<file path="config.mk">
export PLATFORM = sky130hd
export DESIGN_NAME = spi_master_flat
export DESIGN_NICKNAME = d
export VERILOG_FILES = /design/src/rtl/spi_ram_pkg.sv /design/src/rtl/spi_master_if.sv /design/src/rtl/spi_master.sv /design/src/flat_wrapper.sv
export SDC_FILE = /design/constraint.sdc
export NUM_CORES = 1
export LEC_CHECK = 0
export CORE_UTILIZATION = 25
export CTS_BUF_LIST = sky130_fd_sc_hd__clkbuf_8 sky130_fd_sc_hd__clkbuf_16
export DETAILED_ROUTE_END_ITERATION = 12
export PLACE_DENSITY = 0.47
export REMOVE_ABC_BUFFERS = 1
export SETUP_SLACK_MARGIN = 0.05
export SYNTH_ARGS = -nofsm -noshare
export SYNTH_HDL_FRONTEND = slang
export SYNTH_SLANG_ARGS = --single-unit
</file>
<file path="constraint.sdc">
create_clock -name clk -period 2.5 [get_ports clk]
set_clock_uncertainty 0.05 [all_clocks]
set_input_delay 0.75 -clock clk [delete_from_list [all_inputs] [get_ports clk]]
set_output_delay 0.75 -clock clk [all_outputs]
set_load 0.01 [all_outputs]
</file>
<file path="src/rtl/spi_ram_pkg.sv">
// Shared definitions for the SPI RAM link: opcodes, frame layout and widths.
// The master and the slave-side blocks both import this package.
package spi_ram_pkg;
  localparam int OP_W    = 2;
  localparam int DATA_W  = 8;
  localparam int FRAME_W = OP_W + DATA_W;

  localparam logic [OP_W-1:0] OP_WR_ADDR = 2'b00;
  localparam logic [OP_W-1:0] OP_WR_DATA = 2'b01;
  localparam logic [OP_W-1:0] OP_RD_ADDR = 2'b10;
  localparam logic [OP_W-1:0] OP_RD_DATA = 2'b11;

  typedef struct packed {
    logic [OP_W-1:0]   op;
    logic [DATA_W-1:0] data;
  } frame_t;
endpackage

</file>
<file path="src/rtl/spi_master_if.sv">
// Host command/response handshake plus the SPI pins of the master.
interface spi_master_if;
  import spi_ram_pkg::*;

  logic              req_valid;
  logic              req_ready;
  logic [OP_W-1:0]   req_op;
  logic [DATA_W-1:0] req_data;
  logic              rsp_valid;
  logic [DATA_W-1:0] rsp_data;
  logic              busy;
  logic              ss_n;
  logic              mosi;
  logic              miso;

  modport master (
    input  req_valid, req_op, req_data, miso,
    output req_ready, rsp_valid, rsp_data, busy, ss_n, mosi
  );

  modport slave (
    output req_valid, req_op, req_data, miso,
    input  req_ready, rsp_valid, rsp_data, busy, ss_n, mosi
  );
endinterface

</file>
<file path="src/rtl/spi_master.sv">
// SPI master: shifts a 10-bit {op,data} frame out MSB first; read-data frames
// add a turnaround and an 8-bit capture. SPI bit clock is clk itself.
module spi_master
  import spi_ram_pkg::*;
#(
  parameter int TA_CYCLES  = 2,
  parameter int GAP_CYCLES = 1
) (
  input  logic         clk,
  input  logic         rst_n,
  spi_master_if.master bus
);
  typedef enum logic [2:0] {IDLE, SEND, TURN, RECV, GAP} state_e;

  state_e            state, state_nx;
  logic [3:0]        cnt, cnt_nx;
  logic [FRAME_W-1:0] frame;
  logic              is_rd;
  logic [DATA_W-2:0] rx_sh;
  logic [DATA_W-1:0] rsp_data;
  logic              rsp_valid;
  logic              accept;
  logic              rx_done;
  frame_t            req;

  assign req    = '{op: bus.req_op, data: bus.req_data};
  assign accept = bus.req_valid && bus.req_ready;

  always_comb begin
    state_nx = state;
    cnt_nx   = cnt + 4'd1;
    rx_done  = 1'b0;
    unique case (state)
      IDLE: begin
        cnt_nx = '0;
        if (accept) state_nx = SEND;
      end
      SEND: if (cnt == 4'(FRAME_W - 1)) begin
        cnt_nx   = '0;
        state_nx = is_rd ? TURN : GAP;
      end
      TURN: if (cnt == 4'(TA_CYCLES - 1)) begin
        cnt_nx   = '0;
        state_nx = RECV;
      end
      RECV: if (cnt == 4'(DATA_W - 1)) begin
        cnt_nx   = '0;
        state_nx = GAP;
        rx_done  = 1'b1;
      end
      GAP: if (cnt == 4'(GAP_CYCLES - 1)) begin
        cnt_nx   = '0;
        state_nx = IDLE;
      end
      default: begin
        cnt_nx   = '0;
        state_nx = IDLE;
      end
    endcase
  end

  always_ff @(posedge clk) begin
    if (!rst_n) begin
      state     <= IDLE;
      cnt       <= '0;
      frame     <= '0;
      is_rd     <= 1'b0;
      rx_sh     <= '0;
      rsp_data  <= '0;
      rsp_valid <= 1'b0;
    end else begin
      state     <= state_nx;
      cnt       <= cnt_nx;
      rsp_valid <= rx_done;
      // Frame is latched once; later req_* changes never reach mosi.
      if (accept) begin
        frame <= req;
        is_rd <= (req.op == OP_RD_DATA);
      end else if (state == SEND) begin
        frame <= {frame[FRAME_W-2:0], 1'b0};
      end
      if (state == RECV) rx_sh <= {rx_sh[DATA_W-3:0], bus.miso};
      if (rx_done) rsp_data <= {rx_sh, bus.miso};
    end
  end

  // Ready is masked by reset so nothing is advertised while rst_n is low.
  assign bus.req_ready = rst_n && (state == IDLE);
  assign bus.busy      = (state != IDLE);
  assign bus.ss_n      = !(state inside {SEND, TURN, RECV});
  assign bus.mosi      = (state == SEND) && frame[FRAME_W-1];
  assign bus.rsp_valid = rsp_valid;
  assign bus.rsp_data  = rsp_data;
endmodule

</file>
<file path="src/flat_wrapper.sv">
// flat-port wrapper written by rule: the top's interface ports become plain ports
module spi_master_flat import spi_ram_pkg::*;
#(
  parameter int TA_CYCLES  = 2,
  parameter int GAP_CYCLES = 1
)
  (clk, rst_n, bus_req_valid, bus_req_op, bus_req_data, bus_miso, bus_req_ready, bus_rsp_valid, bus_rsp_data, bus_busy, bus_ss_n, bus_mosi);
  spi_master_if bus_i ();
  input  logic clk;
  input  logic rst_n;
  input wire logic [$bits(bus_i.req_valid)-1:0] bus_req_valid;
  input wire logic [$bits(bus_i.req_op)-1:0] bus_req_op;
  input wire logic [$bits(bus_i.req_data)-1:0] bus_req_data;
  input wire logic [$bits(bus_i.miso)-1:0] bus_miso;
  output wire logic [$bits(bus_i.req_ready)-1:0] bus_req_ready;
  output wire logic [$bits(bus_i.rsp_valid)-1:0] bus_rsp_valid;
  output wire logic [$bits(bus_i.rsp_data)-1:0] bus_rsp_data;
  output wire logic [$bits(bus_i.busy)-1:0] bus_busy;
  output wire logic [$bits(bus_i.ss_n)-1:0] bus_ss_n;
  output wire logic [$bits(bus_i.mosi)-1:0] bus_mosi;
  assign bus_i.req_valid = bus_req_valid;
  assign bus_i.req_op = bus_req_op;
  assign bus_i.req_data = bus_req_data;
  assign bus_i.miso = bus_miso;
  assign bus_req_ready = bus_i.req_ready;
  assign bus_rsp_valid = bus_i.rsp_valid;
  assign bus_rsp_data = bus_i.rsp_data;
  assign bus_busy = bus_i.busy;
  assign bus_ss_n = bus_i.ss_n;
  assign bus_mosi = bus_i.mosi;
  spi_master #(.TA_CYCLES(TA_CYCLES), .GAP_CYCLES(GAP_CYCLES)) u_core (.clk(clk), .rst_n(rst_n), .bus(bus_i));
endmodule
</file>
**After elaboration in Yosys (flattened, before gate mapping)**

Index checks and enable logic that the tools add are counted.

- Add/subtract/negate cells: 1
- Eq/ne operators: 13
- Mux-type cells: 16
- Reductions and logical operators: 10

Operators by type and width:

| cell | number |
|---|---|
| 10-bit 2-to-1 mux | 2 |
| 3-bit 2-to-1 mux | 6 |
| 4-bit 2-to-1 mux | 4 |
| 4-bit one-hot mux with 4 select lines | 1 |
| 3-bit one-hot mux with 5 select lines | 1 |
| 2-bit by 1-bit inequality test with 1-bit output (second input constant) | 5 |
| 3-bit by 2-bit == test with 1-bit output (second input constant) | 2 |
| 3-bit nonzero test | 2 |
| 5-bit AND reduction | 1 |
| 4-bit by 1-bit adder with 4-bit output (second input constant) | 1 |
| 4-bit by 1-bit == test with 1-bit output (second input constant) | 1 |
| 4-bit by 3-bit == test with 1-bit output (second input constant) | 1 |
| 4-bit == test (second input constant) | 1 |
| 4-bit logical NOT | 1 |
| 3-bit by 1-bit == test with 1-bit output (second input constant) | 1 |
| 3-bit == test (second input constant) | 1 |
| 1-bit logical AND | 3 |
| 3-bit logical NOT | 1 |
| 2-bit == test (second input constant) | 1 |
| 1-bit 2-to-1 mux | 2 |
| 2-bit nonzero test | 1 |
| 1-bit logical NOT | 1 |

- Register bits after elaboration: 34
- Input bits: 14
- Output and inout bits: 13

**Depth between registers and ports, before layout**

- Depth after elaboration: 5
- Depth in mapped cells: 6
- Gate-level depth less buffers: 5

**Least setup slack after synthesis**

OpenSTA, ideal clock, no wires.

- Kind: input port to output port
- From: input port rst_n
- To: output port bus_req_ready
- Data arrival time: 1.474 ns
- Data required time: 1.700 ns
- Setup slack: 0.226 ns
- Cell stages on the path: 3
- Path through: clkbuf_1 > clkbuf_1 > and2_1

- Word-level cells in the longest chain between the ends: 1

Ends and longest elaborated chain:

| item | RTL line | text |
|---|---|---|
| start: declaration | flat_wrapper.sv:10 | `input logic rst_n;` |
| 1-bit logical AND | spi_master.sv:88 | `assign bus.req_ready = rst_n && (state == IDLE);` |
| end: declaration | flat_wrapper.sv:15 | `output wire logic [$bits(bus_i.req_ready)-1:0] bus_req_ready;` |

No other way between the ends.

**Final worst setup path**

- From: register u_core.state[1]
- To: output port bus_mosi

- Word-level cells in the longest chain between the ends: 2

Ends and longest elaborated chain:

| item | RTL line | text |
|---|---|---|
| start: declaration | spi_master.sv:15 | `state_e state, state_nx;` |
| start signal: assignment | spi_master.sv:72 | `state <= state_nx;` |
| 3-bit by 1-bit == test with 1-bit output | spi_master.sv:91 | `assign bus.mosi = (state == SEND) && frame[FRAME_W-1];` |
| 1-bit logical AND | spi_master.sv:91 |  |
| end: declaration | flat_wrapper.sv:20 | `output wire logic [$bits(bus_i.mosi)-1:0] bus_mosi;` |

No other way between the ends.

==> results.cfg <==
[status]
status = finished clean

[floorplanning]
die_w_um = 81.41
die-area_um2 = 6628
row_count = 28
core_area_um2 = 5991
io_pins = 27
die_h_um = 81.41
initial_core_util_pct = 26.32

[layout]
fill_cells = 615
area.growth.synth_to_final_pct = 29.68
drive_gt1_share_pct = 12.17
fin_cells = 264
diodes = 0
nNetsFinal = 205
final_cell_area_um2 = 2044

[synth]
synth_top_cell_area_share_pct = 43.17
synth_area_um2 = 1577
synthCells = 157
seq_area_frac_synth_pct = 43.17
ys_types = 29
netlist_top_cells_area = dfxtp_1, mux2i_1, nor2b_1, o211a_1, nand2_1
post-synth-top-area-cell = dfxtp_1
syn_area_per_cell_um2 = 10.04
ys_ff_latch = 34
yosysWarnings = 0

[drt]
vias = 1177
drc_errors = 0
postRouteAntennaNets = 0
dr.pass1.iters = 4
drt_iter0_markers = 54
wl_per_cell_um = 11.50
totalWireLength_mm = 3.035
viasPerCell = 4.458

[sta]
whs_ns = 0.4455
fin_crit_sh_pct = 94.62
rsz0062_at_grt = false
setup_ws_ns = 0.1346
drv_slew = 0
final_hold_viol_count = 0
worstMarginPinSlew_ns = 0.5331
final-setup-viol-count = 0
finalSetupTns_ns = 0
fmax_mhz = 422.8
period_minus_slack_ns = 2.365
slew_headroom_pct = 64.26

[place]
hpwl_mm = 2.121
pre_cts_ws_ns = -0.2787
dp.cells = 256
gp_congestion = 0.7602
portBuffers = 26
dpl_cell_area_um2 = 1927

[global_route]
grt_first_pass_wirelength_mm = 5.037
grt_max_degree = 37
globalRouteOverflowTotal = 0
antenna_found_initial = 0
grt_pass1_vias = 1147
grt_usage_pct = 10.24

[power]
max-vdd-ir-drop_mv = 0.2419
p_leak_nw = 0.8296
powerDensity_nw_per_um2 = 567.7

[critical_path]
required_ns = 1.70
worst_path_max_delay_cell = clkdlybuf4s50_1
cp_max_fo = 6
critPathLaunchType = flop
path_delay_family = buffers and inverters
path_class = reg -> out
end_kind = output port
cp.arrival_ns = 1.57
cp_num_buf_inv = 1
worstPathCellList = nor3b_4 -> and2_1 -> clkdlybuf4s50_1
critical-path-max-stage-delay_ns = 0.53

[hold_path]
min-delay-path-class = reg -> reg

[clock_network]
cts_buffer_depth = 2
clk_latency_ns = 0.28
h-tree-depth = 2
path_clk_slew_ns = 0.07
tritoncts = yes
cts_root_buffer = clkbuf_8
cts_buffers = 5
clock-sinks = 34

[run]
max_cap_violations = 0
## metal layers
| layer | vias to the layer above | wire length, um | track usage, % |
|---|---|---|---|
| met2 | 19 | 1407 | 16.33 |
| met3 | 6 | 127 | 3.667 |
| met5 | - | 0 | 0 |
| met4 | 0 | 57 | 5.357 |
| met1 | 550 | 1443 | 11.98 |
| li1 | 602 | - | - |
## placed cells by master (no fill, tap or decap), drive strengths merged
cell           instances
inv                    7
a211oi                 1
o2111ai                1
dlygate4sd2            2
clkinv                 1
o211a                  8
a21boi                 3
dfxtp                 34
clkbuf                 6
dlymetal6s2s           1
a2111oi                1
nor2b                 15
mux2i                 27
nand2                 15
or3                    1
a31oi                  1
buf                    8
ha                     3
clkinvlp               1
nor3                   5
a22oi                  1
nand3                  5
nand3b                 3
nor3b                  2
and2                   3
nor2                   2
a311oi                 1
xnor2                  4
o21ai                  3
clkdlybuf4s50         23
and3                   1
## final cells by class
class	instances	area, um^2	area share, %
flip-flops and latches	34	685.7	33.54
clock inverters	2	12.51	0.6120
repair buffers	34	320.3	15.67
inverters	7	26.28	1.285
multi-input cells	106	823.3	40.27
clock buffers	6	82.58	4.039
well taps	75	93.84	4.590
## worst reg2reg max path, stage by stage (launching register included)
cell and delay, ns:
dfxtp_1 0.51, buf_4 0.22, nand3b_1 0.08, buf_4 0.19, nor3_1 0.18, buf_4 0.23
mux2i_1 0.21, nor2b_1 0.06
## cell usage after synthesis (all sizes together)
library cell   n
a21boi         3
a31oi          1
clkbuf         5
and2           3
nor2           2
or3            1
a311oi         1
xnor2          4
nand2         15
ha             3
dfxtp         34
buf            5
mux2i         27
a2111oi        1
a211oi         1
nor2b         15
o211a          8
inv            7
nor3           5
nor3b          2
o2111ai        1
and3           1
o21ai          3
nand3b         3
a22oi          1
nand3          5
## sequential cells by signal (all words and copies together) (netlist names)
register,cells
u_core.state,3
u_core.cnt,4
u_core.frame,10
u_core.is_rd,1
u_core.rx_sh,7
u_core.bus.rsp_data,8
u_core.bus.rsp_valid,1
## cells by family (layout without fill, tap and decap cells)
| kind of cell | Yosys count | in the layout | share of synthesized area, % |
|---|---|---|---|
| simple gates | 52 | 52 | 18.49 |
| mux | 27 | 27 | 17.14 |
| buf+inv | 17 | 49 | 5.715 |
| flops | 34 | 34 | 43.17 |
| xor+xnor | 4 | 4 | 2.222 |
| fa+ha+maj | 3 | 3 | 2.381 |
| compound gates | 20 | 20 | 10.87 |
## where the power goes
group / leakage (nW) / switching, mW / total (mW) / internal (mW)
registers: 0.277 / 0.0172 / 0.579 / 0.562
logic: 0.506 / 0.0732 / 0.161 / 0.0880
clock network: 0.0472 / 0.200 / 0.421 / 0.221
## final timing paths
kind              startpoint  slack (ns)  cells past startpoint                     end
min             u_core.is_rd        0.45                      2            u_core.is_rd
min reg2reg     u_core.is_rd        0.45                      2            u_core.is_rd
max          u_core.state[1]        0.13                      3                bus_mosi
max reg2reg  u_core.state[1]        0.67                      7  u_core.bus.rsp_data[3]
## per-stage QoR
step,utilization [%],power (mW)
after global routing,34.13,1.231
final,34.13,1.161
after CTS,33.81,1.179
after floorplan,-,0.6763
after global placement,32.16,0.7460
after detailed placement,32.16,0.7490
## what timing repair did
item                       4_1_cts  5_1_grt
buffers inserted                 0        0
hold buffers                     0        0
setup endpoints to repair        2        3
resized for setup                4        5
pin swaps                        0        0
Power figures use the tool's default switching activity.
